### src/rtl/add64_seq_ctrl.sv
// Multi-cycle add/subtract unit: operands captured on start, summed one SLICE-wide
// slice per clock through a single adder with a registered inter-slice carry.
module add64_seq_ctrl #(
  parameter int unsigned WIDTH = 64,
  parameter int unsigned SLICE = 16
) (
  input  logic             clk,
  input  logic             rst,
  input  logic             start,
  input  logic             sub,
  input  logic [WIDTH-1:0] a,
  input  logic [WIDTH-1:0] b,
  input  logic             cin,
  output logic             busy,
  output logic             done,
  output logic [WIDTH-1:0] s,
  output logic             cout,
  output logic             ovf,
  output logic             zero
);

  localparam int unsigned NSLICE = WIDTH / SLICE;
  localparam int unsigned IDXW   = (NSLICE > 1) ? $clog2(NSLICE) : 1;
  localparam logic [IDXW-1:0] LAST_IDX = IDXW'(NSLICE - 1);

  typedef enum logic [1:0] {IDLE, RUN, DONE} state_t;

  state_t           state_q, state_d;
  logic [WIDTH-1:0] a_q, a_d, b_q, b_d, s_q, s_d;
  logic             c_q, c_d;
  logic [IDXW-1:0]  idx_q, idx_d;
  logic             busy_q, busy_d, done_q, done_d;
  logic             cout_q, cout_d, ovf_q, ovf_d, zero_q, zero_d;
  logic [SLICE:0]   slice_sum;

  always_comb begin
    state_d = state_q;
    a_d     = a_q;
    b_d     = b_q;
    c_d     = c_q;
    idx_d   = idx_q;
    s_d     = s_q;
    busy_d  = busy_q;
    done_d  = 1'b0;
    cout_d  = cout_q;
    ovf_d   = ovf_q;
    zero_d  = zero_q;

    slice_sum = {1'b0, a_q[idx_q*SLICE +: SLICE]}
              + {1'b0, b_q[idx_q*SLICE +: SLICE]}
              + (SLICE+1)'(c_q);

    case (state_q)
      IDLE: begin
        if (start) begin
          // Subtraction is folded into the add: B inverted, carry-in forced to 1.
          a_d     = a;
          b_d     = sub ? ~b : b;
          c_d     = sub ? 1'b1 : cin;
          idx_d   = '0;
          busy_d  = 1'b1;
          state_d = RUN;
        end
      end
      RUN: begin
        s_d[idx_q*SLICE +: SLICE] = slice_sum[SLICE-1:0];
        c_d   = slice_sum[SLICE];
        idx_d = idx_q + IDXW'(1);
        if (idx_q == LAST_IDX) begin
          // Flags are taken from the fully assembled next-state sum.
          cout_d  = slice_sum[SLICE];
          ovf_d   = (a_q[WIDTH-1] == b_q[WIDTH-1]) && (s_d[WIDTH-1] != a_q[WIDTH-1]);
          zero_d  = (s_d == '0);
          busy_d  = 1'b0;
          done_d  = 1'b1;
          state_d = DONE;
        end
      end
      DONE: begin
        state_d = IDLE;
      end
      default: begin
        state_d = IDLE;
        busy_d  = 1'b0;
      end
    endcase
  end

  always_ff @(posedge clk or posedge rst) begin
    if (rst) begin
      state_q <= IDLE;
      a_q     <= '0;
      b_q     <= '0;
      c_q     <= 1'b0;
      idx_q   <= '0;
      s_q     <= '0;
      busy_q  <= 1'b0;
      done_q  <= 1'b0;
      cout_q  <= 1'b0;
      ovf_q   <= 1'b0;
      zero_q  <= 1'b0;
    end else begin
      state_q <= state_d;
      a_q     <= a_d;
      b_q     <= b_d;
      c_q     <= c_d;
      idx_q   <= idx_d;
      s_q     <= s_d;
      busy_q  <= busy_d;
      done_q  <= done_d;
      cout_q  <= cout_d;
      ovf_q   <= ovf_d;
      zero_q  <= zero_d;
    end
  end

  assign busy = busy_q;
  assign done = done_q;
  assign s    = s_q;
  assign cout = cout_q;
  assign ovf  = ovf_q;
  assign zero = zero_q;

endmodule
### config.mk
export PLATFORM = sky130hd
export DESIGN_NAME = add64_seq_ctrl
export DESIGN_NICKNAME = d
export VERILOG_FILES = /design/src/rtl/add64_seq_ctrl.sv
export SDC_FILE = /design/constraint.sdc
export NUM_CORES = 1
export LEC_CHECK = 0
export ABC_AREA = 1
export BUFFER_PORTS_ARGS = -buffer_cell sky130_fd_sc_hd__buf_4
export CORE_MARGIN = 5
export CORE_UTILIZATION = 61
export DETAILED_ROUTE_END_ITERATION = 10
export GPL_TIMING_DRIVEN = 0
export PLACE_DENSITY = 0.86
export SETUP_SLACK_MARGIN = 0.15
export SYNTH_ARGS = -nofsm -noshare
export SYNTH_HDL_FRONTEND = slang
export SYNTH_SLANG_ARGS = --single-unit
### constraint.sdc
create_clock -name clk -period 17.91 [get_ports clk]
set_input_delay 3.582 -clock clk [delete_from_list [all_inputs] [get_ports clk]]
set_output_delay 3.582 -clock clk [all_outputs]
set_load 0.02 [all_outputs]
==> flow_summary.json <==
{
  "slowest_delay_ns": 0.48,
  "cp_max_fo": 10,
  "ir_worst_vdd_uv": 200,
  "criticalPathCategory": "primary input to flip-flop",
  "dpl_cell_area_mm2": 0.0129,
  "ios": 202,
  "ys_types": 30,
  "slew_headroom": 0.495,
  "fin_crit_sh": 0.291,
  "totalWireLength_um": 36700,
  "critPathRequiredTime_ns": 18.35,
  "post-place-cells": 1922,
  "crit_chain": "buf_4 > nand3_1 > clkbuf_1 > buf_2 > clkbuf_1 > nand2_1 > nand2_1",
  "status": "finished, final reports clean",
  "n_antenna_cell": 0,
  "die_w_um": 145,
  "hold_depth": 2,
  "crit_family": "buffers and inverters",
  "synth_fa_ha_area_frac": 0.0272,
  "cts_root_buf": "clkbuf_16",
  "finalMaxSlewViolations": 0,
  "numCtsBuffers": 21,
  "area_delta_synth_final_pct": 22.7,
  "start_util": 0.619,
  "cts_hold_buf": 0,
  "regArea_mm2": 0.00505,
  "cts_resized": 0,
  "power_mw": 3.27,
  "path_clk_slew_ns": 0.06,
  "clk_latency_ns": 0.50,
  "rows": 49,
  "grt_pass1_wl_um": 57900,
  "synth-compound-area-share": 0.125,
  "io_buffers": 200,
  "final_util": 0.759,
  "grt_pass1_vias": 11000,
  "cts_tree": "yes",
  "setup_tns_ns": 0,
  "synthMuxAreaShare": 0,
  "rr_worst_depth": 20,
  "final_antenna_net_count": 0,
  "skew_ns": 0.00900,
  "rsz0062_at_grt": "no",
  "finalInstanceArea_mm2": 0.0136,
  "maxCapViolations": 0,
  "clk_path_buf_depth": 3,
  "fp.dieH_um": 145,
  "hold_violations": 0,
  "tightest_slew_ns": 0.758,
  "place.gp.congestion": 0.932,
  "multiInputGateArea_mm2": 0.00538,
  "pre_cts_ws_ns": 12.34,
  "die_area_mm2": 0.0210,
  "critPathCaptureType": "flip-flop",
  "fmax_mhz": 192,
  "setup_viol": 0,
  "grt_overflow_total": 0,
  "cp.depth": 7,
  "synthCells": 1492,
  "layout.cells.non_filler": 1959,
  "yosys_warnings": 0,
  "post_cts_buffers": 0,
  "hpwlAfterDp_um": 27700,
  "hp-class": "flip-flop to flip-flop",
  "critPathArrivalTime_ns": 5.65,
  "min_period_ns": 5.21,
  "coreArea_mm2": 0.0180,
  "worstSetupStartpointType": "primary input",
  "grt_max_degree": 112,
  "synth_xor_area_frac": 0.0504,
  "p_per_area_mw_per_mm2": 240,
  "cts_sinks": 202,
  "cellLeakagePower_nw": 6.84,
  "drive_gt1_frac": 0.161,
  "avgSynthCellArea_um2": 7.45,
  "synth_top_family_by_area": "simple AND/OR/NAND/NOR gates",
  "finalNetCount": 1872,
  "routed_via_density": 5.80,
  "worst-path-buf-inv": 4,
  "grt.total_usage": 0.338,
  "vias": 11400,
  "worst_slack_ns": 12.70,
  "synth-simple-area-share": 0.281,
  "drtIter0Drc": 1062,
  "remaining_drc_errors": 0,
  "synth-seq-cells": 202,
  "nFillCells": 1376,
  "synth_nets": 1648,
  "seq_area_frac_synth": 0.454,
  "syn_area_mm2": 0.0111,
  "dr.pass1.iters": 7,
  "post_drt_wl_per_cell_um": 18.8,
  "antenna_found_initial": 0,
  "holdWs_ns": 0.476,
  "h-tree-depth": 1,
  "critPathSlowestCell": "clkbuf_1"
}
-- registers in the layout (all words and copies together), names as in the netlist --
signal,cells
c_q,1
ovf,1
s,64
zero,1
a_q,64
state_q,2
busy,1
done,1
idx_q,2
cout,1
b_q,64
-- cell usage in the layout (no fill, tap or decap), types with 2 or more instances in the layout --
cell type  netlist  final
clkbuf_8         0      5
o22ai_1         36     36
nand2_2         10     10
a21boi_0         3      3
o21ai_0        162    162
nand4_1         39     39
nor2_1         150    150
fa_1             2      2
nor2_2           4      4
bufinv_16        0      2
o21ai_1          7      7
ha_1            21     21
xnor2_1         64     64
clkinv_2         0      4
dfrtp_1        202    202
nor3_1           2      2
nand3_2          3      3
clkbuf_16        0     21
buf_1            7      7
clkbuf_1        65     69
and2_1           4      4
inv_1           83     82
a21oi_1         10     10
buf_2           12     12
buf_4            0    200
nand2_1        500    500
nand3_1         53     53
inv_2           12     12
a31oi_1         35     35
-- per-layer routing --
metal | track usage | vias to the layer above | share of wire
li1 | - | 5287 | -
met1 | 0.437 | 5244 | 0.38
met5 | 0 | - | 0
met3 | 0.0564 | 132 | 0.089
met4 | 0.155 | 0 | 0.052
met2 | 0.559 | 702 | 0.47
-- cells in the mapped netlist --
cell type	count	area, µm²
o22ai_1	36	225
a2bb2oi_1	1	8.76
o21ai_0	162	811
inv_2	12	45.0
nand2_1	500	1880
o21ai_1	7	35.0
nand4_1	39	244
xnor2_1	64	561
nand3_1	53	265
fa_1	2	40.0
nand3b_1	1	7.51
buf_2	12	60.1
nor2_1	150	563
and2_1	4	25.0
nand4_2	1	12.5
o21bai_1	1	7.51
nand2_2	10	62.6
inv_1	83	312
nor2_2	4	25.0
buf_1	7	26.3
clkbuf_1	65	244
a21oi_2	1	8.76
a21boi_0	3	22.5
ha_1	21	263
nand3_2	3	30.0
a31oi_1	35	219
nor3_1	2	10.0
a21boi_1	1	7.51
dfrtp_1	202	5050
a21oi_1	10	50.1
-- tightest hold or removal path, cell delays in order (launching register included) --
cell     delay [ns]
dfrtp_1        0.34
nand2_1        0.05
nand2_1        0.05
-- cell families after synthesis --
| group | count (synthesis) |
|---|---|
| xor gates and xnor gates | 64 |
| and+or+nand+nor | 767 |
| AOI/OAI and AO/OA | 257 |
| DFF | 202 |
| adders and majority gates | 23 |
| buffers and inverters | 179 |
-- power breakdown --
part           internal [mW]  leakage, nW  switching, mW
sequential             0.671         2.51          0.156
combinational          0.633         3.99           1.36
clock                  0.266        0.348          0.184
-- path summary, 6_finish.rpt --
check	endpoint	slack [ns]	startpoint
min	a_q[45]$_DFFE_PP0P_	0.48	a_q[45]$_DFFE_PP0P_
min reg2reg	a_q[45]$_DFFE_PP0P_	0.48	a_q[45]$_DFFE_PP0P_
max in group asynchronous	b_q[41]$_DFFE_PP0P_	13.76	rst
min in group asynchronous	s[18]$_DFFE_PP0P_	3.18	rst
max reg2reg	zero$_DFFE_PP0P_	13.31	idx_q[0]$_DFFE_PP0P_
max	a_q[12]$_DFFE_PP0P_	12.70	start
-- area by class of cell --
class                      instances  area share
clock inverter                     7     0.00651
tap                              229      0.0210
clock buffer                      30      0.0447
timing repair buffer             201       0.112
multi-input combinational       1111       0.394
sequential                       202       0.371
buffer                            84      0.0242
inverter                          95      0.0267
(Power assumes the default switching activity.)
